<file path="src/rtl/tone_burst_reg_bank_mc.sv">
// Double-buffered multi-channel register bank for the tone burst oscillator.
// Host writes land in per-channel shadow registers. The active copy seen by
// each channel's state machine is replaced all at once, either on a commit
// or at the channel's burst boundary. The bus side has a registered response
// with an error flag, per-channel write-1-to-clear interrupt flags and a
// masked, registered irq.
module tone_burst_reg_bank_mc #(
  parameter int DATA_WIDTH = 32,
  parameter int NUM_CH     = 4,
  parameter int DUTY_MAX   = 1024,
  localparam int ADDR_WIDTH = $clog2(NUM_CH) + 3
) (
  input  logic                         clk_i,
  input  logic                         rst_ni,
  input  logic                         bus_valid_i,
  input  logic                         bus_write_i,
  input  logic [ADDR_WIDTH-1:0]        bus_addr_i,
  input  logic [DATA_WIDTH-1:0]        bus_wdata_i,
  input  logic [DATA_WIDTH/8-1:0]      bus_wstrb_i,
  output logic [DATA_WIDTH-1:0]        bus_rdata_o,
  output logic                         bus_rvalid_o,
  output logic                         bus_err_o,
  output logic [NUM_CH*DATA_WIDTH-1:0] ch_pulse_count_o,
  output logic [NUM_CH*DATA_WIDTH-1:0] ch_burst_count_o,
  output logic [NUM_CH*DATA_WIDTH-1:0] ch_duty_o,
  output logic [NUM_CH*DATA_WIDTH-1:0] ch_ibd_o,
  output logic [NUM_CH*DATA_WIDTH-1:0] ch_period_o,
  output logic [NUM_CH-1:0]            ch_enable_o,
  output logic [NUM_CH-1:0]            ch_trigger_o,
  input  logic [NUM_CH*DATA_WIDTH-1:0] ch_status_in_i,
  input  logic [NUM_CH-1:0]            ch_boundary_i,
  input  logic [NUM_CH-1:0]            ch_burst_done_i,
  input  logic [NUM_CH-1:0]            ch_seq_done_i,
  output logic                         irq_o
);

  localparam int DW   = DATA_WIDTH;
  localparam int NB   = DATA_WIDTH / 8;
  localparam int CHW  = (NUM_CH > 1) ? $clog2(NUM_CH) : 1;
  // Shadowed registers, stored at index reg_idx-1:
  // 0 PULSE_CNT, 1 BURST_CNT, 2 DUTY, 3 IBD, 4 PERIOD.
  localparam int NREG = 5;

  logic [DW-1:0] shadow_q [NUM_CH][NREG];
  logic [DW-1:0] shadow_d [NUM_CH][NREG];
  logic [DW-1:0] active_q [NUM_CH][NREG];
  logic [DW-1:0] active_d [NUM_CH][NREG];
  logic [1:0]    mask_q   [NUM_CH];
  logic [1:0]    mask_d   [NUM_CH];
  logic [1:0]    flags_q  [NUM_CH];
  logic [1:0]    flags_d  [NUM_CH];
  logic [NUM_CH-1:0] enable_q, enable_d;
  logic [NUM_CH-1:0] trigger_q, trigger_d;
  logic [NUM_CH-1:0] pending_q, pending_d;
  logic              irq_q, irq_d;
  logic              rvalid_q;
  logic              err_q, err_d;
  logic [DW-1:0]     rdata_q, rdata_d;

  logic [2:0]     regIdx;
  logic [CHW-1:0] chIdx;
  logic           wrAccess;
  logic [DW-1:0]  statusCh [NUM_CH];

  assign regIdx   = bus_addr_i[2:0];
  assign wrAccess = bus_valid_i & bus_write_i;

  if (NUM_CH > 1) begin : gChSel
    assign chIdx = bus_addr_i[ADDR_WIDTH-1:3];
  end else begin : gChOne
    assign chIdx = '0;
  end

  // Reset values of the shadowed registers, in storage order.
  function automatic logic [DW-1:0] regDefault(input int r);
    case (r)
      0:       return DW'(10);
      1:       return DW'(5);
      2:       return DW'(512);
      3:       return DW'(1000);
      default: return DW'(100);
    endcase
  endfunction

  // Replace only the byte lanes whose strobe is set.
  function automatic logic [DW-1:0] byteMerge(input logic [DW-1:0] oldVal,
                                              input logic [DW-1:0] newVal,
                                              input logic [NB-1:0] strb);
    logic [DW-1:0] res;
    res = oldVal;
    for (int b = 0; b < NB; b++) begin
      if (strb[b]) res[b*8 +: 8] = newVal[b*8 +: 8];
    end
    return res;
  endfunction

  // Duty is clamped to the ceiling; counts and period of zero would stall
  // the oscillator, so they are stored as one.
  function automatic logic [DW-1:0] sanitize(input int r, input logic [DW-1:0] v);
    if (r == 2 && v > DW'(DUTY_MAX)) return DW'(DUTY_MAX);
    if ((r == 0 || r == 1 || r == 4) && v == '0) return DW'(1);
    return v;
  endfunction

  // CTRL as seen by the host: trigger and commit are actions and read back 0.
  function automatic logic [DW-1:0] ctrlWord(input logic en, input logic [1:0] m);
    logic [DW-1:0] w;
    w      = '0;
    w[0]   = en;
    w[9:8] = m;
    return w;
  endfunction

  for (genvar c = 0; c < NUM_CH; c++) begin : gChan
    assign statusCh[c]                    = ch_status_in_i[c*DW +: DW];
    assign ch_pulse_count_o[c*DW +: DW]   = active_q[c][0];
    assign ch_burst_count_o[c*DW +: DW]   = active_q[c][1];
    assign ch_duty_o[c*DW +: DW]          = active_q[c][2];
    assign ch_ibd_o[c*DW +: DW]           = active_q[c][3];
    assign ch_period_o[c*DW +: DW]        = active_q[c][4];
  end

  // Next state of every channel: host writes, event flags, and shadow->active copy.
  always_comb begin : nextState
    logic          wrHit;
    logic          doCommit;
    logic [1:0]    clearBits;
    logic [DW-1:0] merged;
    shadow_d  = shadow_q;
    active_d  = active_q;
    mask_d    = mask_q;
    flags_d   = flags_q;
    enable_d  = enable_q;
    pending_d = pending_q;
    trigger_d = '0;
    irq_d     = 1'b0;
    wrHit     = 1'b0;
    doCommit  = 1'b0;
    clearBits = 2'b00;
    merged    = '0;
    for (int c = 0; c < NUM_CH; c++) begin
      wrHit     = wrAccess && (chIdx == CHW'(c));
      doCommit  = 1'b0;
      clearBits = 2'b00;
      merged    = '0;
      if (wrHit) begin
        if (regIdx == 3'd0) begin
          merged       = byteMerge(ctrlWord(enable_q[c], mask_q[c]), bus_wdata_i, bus_wstrb_i);
          enable_d[c]  = merged[0];
          trigger_d[c] = merged[1];
          doCommit     = merged[2];
          mask_d[c]    = merged[9:8];
        end else if (regIdx == 3'd7) begin
          merged    = byteMerge('0, bus_wdata_i, bus_wstrb_i);
          clearBits = merged[1:0];
        end else if (|bus_wstrb_i) begin
          for (int r = 0; r < NREG; r++) begin
            if (regIdx == 3'(r + 1)) begin
              merged         = byteMerge(shadow_q[c][r], bus_wdata_i, bus_wstrb_i);
              shadow_d[c][r] = sanitize(r, merged);
              pending_d[c]   = 1'b1;
            end
          end
        end
      end
      flags_d[c] = (flags_q[c] & ~clearBits) | {ch_seq_done_i[c], ch_burst_done_i[c]};
      if (doCommit || (pending_q[c] && ch_boundary_i[c])) begin
        active_d[c]  = shadow_d[c];
        pending_d[c] = 1'b0;
      end
      irq_d = irq_d | (|(flags_d[c] & mask_d[c]));
    end
  end

  // Response payload for the current access: read mux or STATUS-write error.
  always_comb begin
    rdata_d = '0;
    err_d   = 1'b0;
    if (bus_valid_i) begin
      if (bus_write_i) begin
        err_d = (regIdx == 3'd6);
      end else begin
        case (regIdx)
          3'd0:    rdata_d = ctrlWord(enable_q[chIdx], mask_q[chIdx]);
          3'd6:    rdata_d = statusCh[chIdx];
          3'd7:    rdata_d = DW'(flags_q[chIdx]);
          default: begin
            for (int r = 0; r < NREG; r++) begin
              if (regIdx == 3'(r + 1)) rdata_d = shadow_q[chIdx][r];
            end
          end
        endcase
      end
    end
  end

  // Register bank state; reset restores every channel's defaults at once.
  always_ff @(posedge clk_i or negedge rst_ni) begin
    if (!rst_ni) begin
      for (int c = 0; c < NUM_CH; c++) begin
        for (int r = 0; r < NREG; r++) begin
          shadow_q[c][r] <= regDefault(r);
          active_q[c][r] <= regDefault(r);
        end
        mask_q[c]  <= 2'b00;
        flags_q[c] <= 2'b00;
      end
      enable_q  <= '0;
      trigger_q <= '0;
      pending_q <= '0;
      irq_q     <= 1'b0;
    end else begin
      shadow_q  <= shadow_d;
      active_q  <= active_d;
      mask_q    <= mask_d;
      flags_q   <= flags_d;
      enable_q  <= enable_d;
      trigger_q <= trigger_d;
      pending_q <= pending_d;
      irq_q     <= irq_d;
    end
  end

  // Bus response one cycle after each access; reset drops anything in flight.
  always_ff @(posedge clk_i or negedge rst_ni) begin
    if (!rst_ni) begin
      rvalid_q <= 1'b0;
      err_q    <= 1'b0;
      rdata_q  <= '0;
    end else begin
      rvalid_q <= bus_valid_i;
      err_q    <= err_d;
      if (bus_valid_i) rdata_q <= rdata_d;
    end
  end

  assign bus_rdata_o  = rdata_q;
  assign bus_rvalid_o = rvalid_q;
  assign bus_err_o    = err_q;
  assign ch_enable_o  = enable_q;
  assign ch_trigger_o = trigger_q;
  assign irq_o        = irq_q;

endmodule

</file>
<file path="config.mk">
export PLATFORM = sky130hd
export DESIGN_NAME = tone_burst_reg_bank_mc
export DESIGN_NICKNAME = d
export VERILOG_FILES = /design/src/rtl/tone_burst_reg_bank_mc.sv
export SDC_FILE = /design/constraint.sdc
export NUM_CORES = 2
export LEC_CHECK = 0
export CAP_MARGIN = 30
export CELL_PAD_IN_SITES_DETAIL_PLACEMENT = 0
export CELL_PAD_IN_SITES_GLOBAL_PLACEMENT = 1
export CORE_AREA = 5 5 400 402
export CTS_CLUSTER_DIAMETER = 80
export DETAILED_ROUTE_END_ITERATION = 10
export DIE_AREA = 0 0 405 407
export MAX_ROUTING_LAYER = met4
export PLACE_DENSITY_LB_ADDON = 0.1
export RECOVER_POWER = 100
export SLEW_MARGIN = 20
export SYNTH_ARGS = -nofsm -noshare
export SYNTH_HDL_FRONTEND = slang
export SYNTH_SLANG_ARGS = --single-unit
</file>
<file path="constraint.sdc">
create_clock -name clk_i -period 2.19 [get_ports clk_i]
set_clock_uncertainty 0.2 [all_clocks]
set_input_delay 0.219 -clock clk_i [delete_from_list [all_inputs] [get_ports clk_i]]
set_output_delay 0.219 -clock clk_i [all_outputs]
set_load 0.02 [all_outputs]
</file>
==> reports/metrics.cfg <==
[critical_path]
required_ps=2680
path_delay_family=simple AND/OR/NAND/NOR gates
cp_slowest_cell=or4_4
critPathArrivalTime_ps=2940
crit_fanout=8
crit_buf_inv=3
critical_path.max_stage_delay_ps=570
critPathKind=flop to flop
cp-startpoint=shadow_q[114]
r2r_start=shadow_q[114]
critical_path.cell_chain=or4_4, o32a_1, nor4_2, buf_4, a21o_4, buf_6, clkbuf_16, o21ai_1
critPathLaunchType=flop
endpoint_kind=flop

[synth]
syn-num-nets=5028
synth-compound-area-share_pct=9.73
avgSynthCellArea_um2=12.8
ys_ff_latch=1343
synth_flop_cell=dfrtp_1
synth_area_mm2=0.0618
synth_xor_area_share_pct=0
synth_mux_area_share_pct=24.4
yosys_warnings=0
yosys.area_share.simple_pct=8.19
ys_types=80
synthCells=4843
synth_fa_ha_area_share_pct=0
synth_edf_count=0
synth-seq-area-share_pct=54.6
async_flop_share_pct=100
synth_top_family_by_area=multiplexers

[global_routing]
grt_pass1_vias=52700
antenna_found_initial=15
grt_pass1_wl_mm=412
gr-total-overflow=0
grt_max_degree=119
grt_usage_pct=36.3

[sta]
final_max_slew_viol_count=119
hold_viol_final=0
min_period_ps=2450
setup_viol=684
timing.slew.headroom_pct=-3.51
fmaxAchievable_ghz=0.408
fin_ws_ps=-260
grt_setup_unrepaired=yes
period_share_pct=112
worst_slew_pin_slew_ps=1550

[placement]
portBuffers=867
dpl_worst_slack_ps=-1140
place_area_mm2=0.0816
hpwl_mm=228
place_congestion=0.976
dp_cells=8475

[cts]
cts_tree=built
clk_pin_slew_ps=70
clock_latency_ps=820
clock-root-buffer=clkbuf_16
cts_made_buffers=157
htree_num_levels=4
clk_path_buf_depth=3
clock-sinks=1343

[power_and_ir_drop]
ir_worst_vdd_mv=0.874
power_density_mw_per_mm2=941
power.leakage_nw=43.7
power_mw=84.6

[finish]
finalNonFillerCells=8891
nNetsFinal=6879
syn2layout_area_growth_pct=45.4
layout_common_cells=dfrtp_1 (1,217), buf_4 (886), mux2_2 (681)
postLayoutCellArea_mm2=0.0899
mostFrequentLayoutCell=dfrtp_1
layout-drive-gt1-share_pct=41.6

[drt]
drt-total-wl_mm=299
drcViolationCount=0
ant_nets=0
vias=52100
wl_per_cell_um=33.7
avgViaCountPerCell=5.87
drt_iter0_markers=4481
drt_pass1_iterations=6

[floorplanning]
start_util_pct=39.7
die_area_mm2=0.165
die_w_um=405
die_h_um=407
core-area_mm2=0.156
fp-row-count=145
io_pins=868

[hold_path]
holdCritPathClass=input port to async pin

[outcome]
violations=max-capacitance violations, max-slew violations, negative setup slack
outcome=finished with violations

[run]
cap_violations=2

-- metrics by stage --
stage                     hold slack, ps  TNS [ps]  utilization, %
after floorplan                     -277     -7520               -
after global placement             -38.5   -667900            52.4
after detailed placement           -31.8   -677720            52.4
after CTS                           3.28    -82900            57.0
after global routing                30.1   -117230            57.8
final                               35.3    -72220            57.8
-- where the power goes --
part | total [mW] | leakage (nW) | switching [mW] | internal, mW
registers | 31.9 | 17.9 | 3.07 | 28.8
clock network | 28.3 | 2.74 | 11.7 | 16.6
logic | 24.4 | 23.1 | 14.3 | 10.1
total | 84.6 | 43.7 | 29.1 | 55.5
-- synthesized netlist by cell type (8+ instances only) --
master | n | area share (%)
a21boi_0 | 11 | 0.13
a21o_1 | 14 | 0.17
a21oi_1 | 168 | 1.4
a221o_1 | 31 | 0.50
a22o_1 | 9 | 0.13
a22oi_1 | 117 | 1.4
a31oi_1 | 14 | 0.14
a32o_1 | 15 | 0.24
and2_1 | 98 | 0.99
and3_1 | 41 | 0.41
buf_1 | 26 | 0.16
buf_2 | 101 | 0.82
buf_4 | 16 | 0.19
clkbuf_1 | 250 | 1.5
dfrtp_1 | 1231 | 50
dfstp_2 | 112 | 4.8
inv_1 | 55 | 0.33
mux2_2 | 860 | 16
mux2i_1 | 113 | 1.8
mux4_2 | 187 | 6.8
nand2_1 | 229 | 1.4
nand2_2 | 9 | 0.091
nand2b_1 | 10 | 0.10
nand3_1 | 42 | 0.34
nand4_1 | 11 | 0.11
nor2_1 | 195 | 1.2
nor2b_1 | 8 | 0.081
nor3_1 | 121 | 0.98
nor3b_1 | 45 | 0.55
nor4_1 | 55 | 0.56
o211ai_1 | 28 | 0.34
o21ai_0 | 228 | 1.8
o22ai_1 | 93 | 0.94
o31ai_1 | 140 | 1.7
or3_1 | 10 | 0.10
or4_1 | 35 | 0.42
-- final timing paths --
path	end	slack, ps	depth (start not counted)
worst max-delay path	shadow_q[102]	-260	8
worst min-delay path	shadow_q[416]	40	2
worst max register to register	shadow_q[102]	-260	8
worst min register to register	ch_duty_o[38]	280	2
max in group asynchronous	shadow_q[564]	50	3
min in group clk_i	bus_rdata_o[0]	50	4
-- logic make-up (layout without fill, tap and decap cells) --
kind of cell,Yosys count,count (layout)
DFF,1343,1343
other,0,6
AOI/OAI and AO/OA,923,923
muxes,1163,1163
buffers and inverters,456,2440
and+or+nand+nor,958,958
-- sequential cells by signal, summed over array words and instances, names as in the netlist --
register,flops
ch_ibd_o,128
ch_trigger_o,4
ch_duty_o,128
pending_q,4
flags_q,8
ch_burst_count_o,128
mask_q,8
ch_period_o,128
bus_err_o,1
bus_rdata_o,32
ch_pulse_count_o,128
bus_rvalid_o,1
ch_enable_o,4
shadow_q,640
irq_o,1
-- timing repair --
| action | in CTS | in global routing |
|---|---|---|
| gates resized for setup | 1073 | 474 |
| endpoints found under the hold margin | 1403 | 7 |
| setup endpoints to repair | 1018 | 817 |
| pin swaps | 150 | 187 |
| hold buffers | 37 | 9 |
| setup buffers | 35 | 30 |
| cloned | 23 | 11 |
-- per-layer routing --
layer / part of all wire, % / GRT usage (%) / vias to the layer above / wire length [um]
li1: - / - / 21900 / -
met1: 41 / 47.9 / 27400 / 124000
met2: 45 / 54.9 / 2335 / 136000
met3: 8.1 / 8.12 / 548 / 24300
met4: 5.2 / 14.5 / 0 / 15600
met5: 0 / - / - / 0
-- worst register-to-register path: stages, from the launching register on --
cell and delay [ps]:
dfrtp_1 370, or4_4 570, o32a_1 250, nor4_2 190, buf_4 170, a21o_4 170
buf_6 140, clkbuf_16 170, o21ai_1 90
-- final cells by class --
| class | count | area, um2 |
|---|---|---|
| clock buffers | 218 | 4490 |
| inverters | 56 | 210 |
| fillers | 13400 | 65700 |
| diodes | 6 | 15.0 |
| clock inverters | 74 | 1110 |
| flip-flops and latches | 1343 | 33800 |
| well taps | 2058 | 2570 |
| multi-input cells | 3044 | 29000 |
| repair buffers | 2092 | 18800 |
No activity file was read; power rests on OpenSTA's default activity.
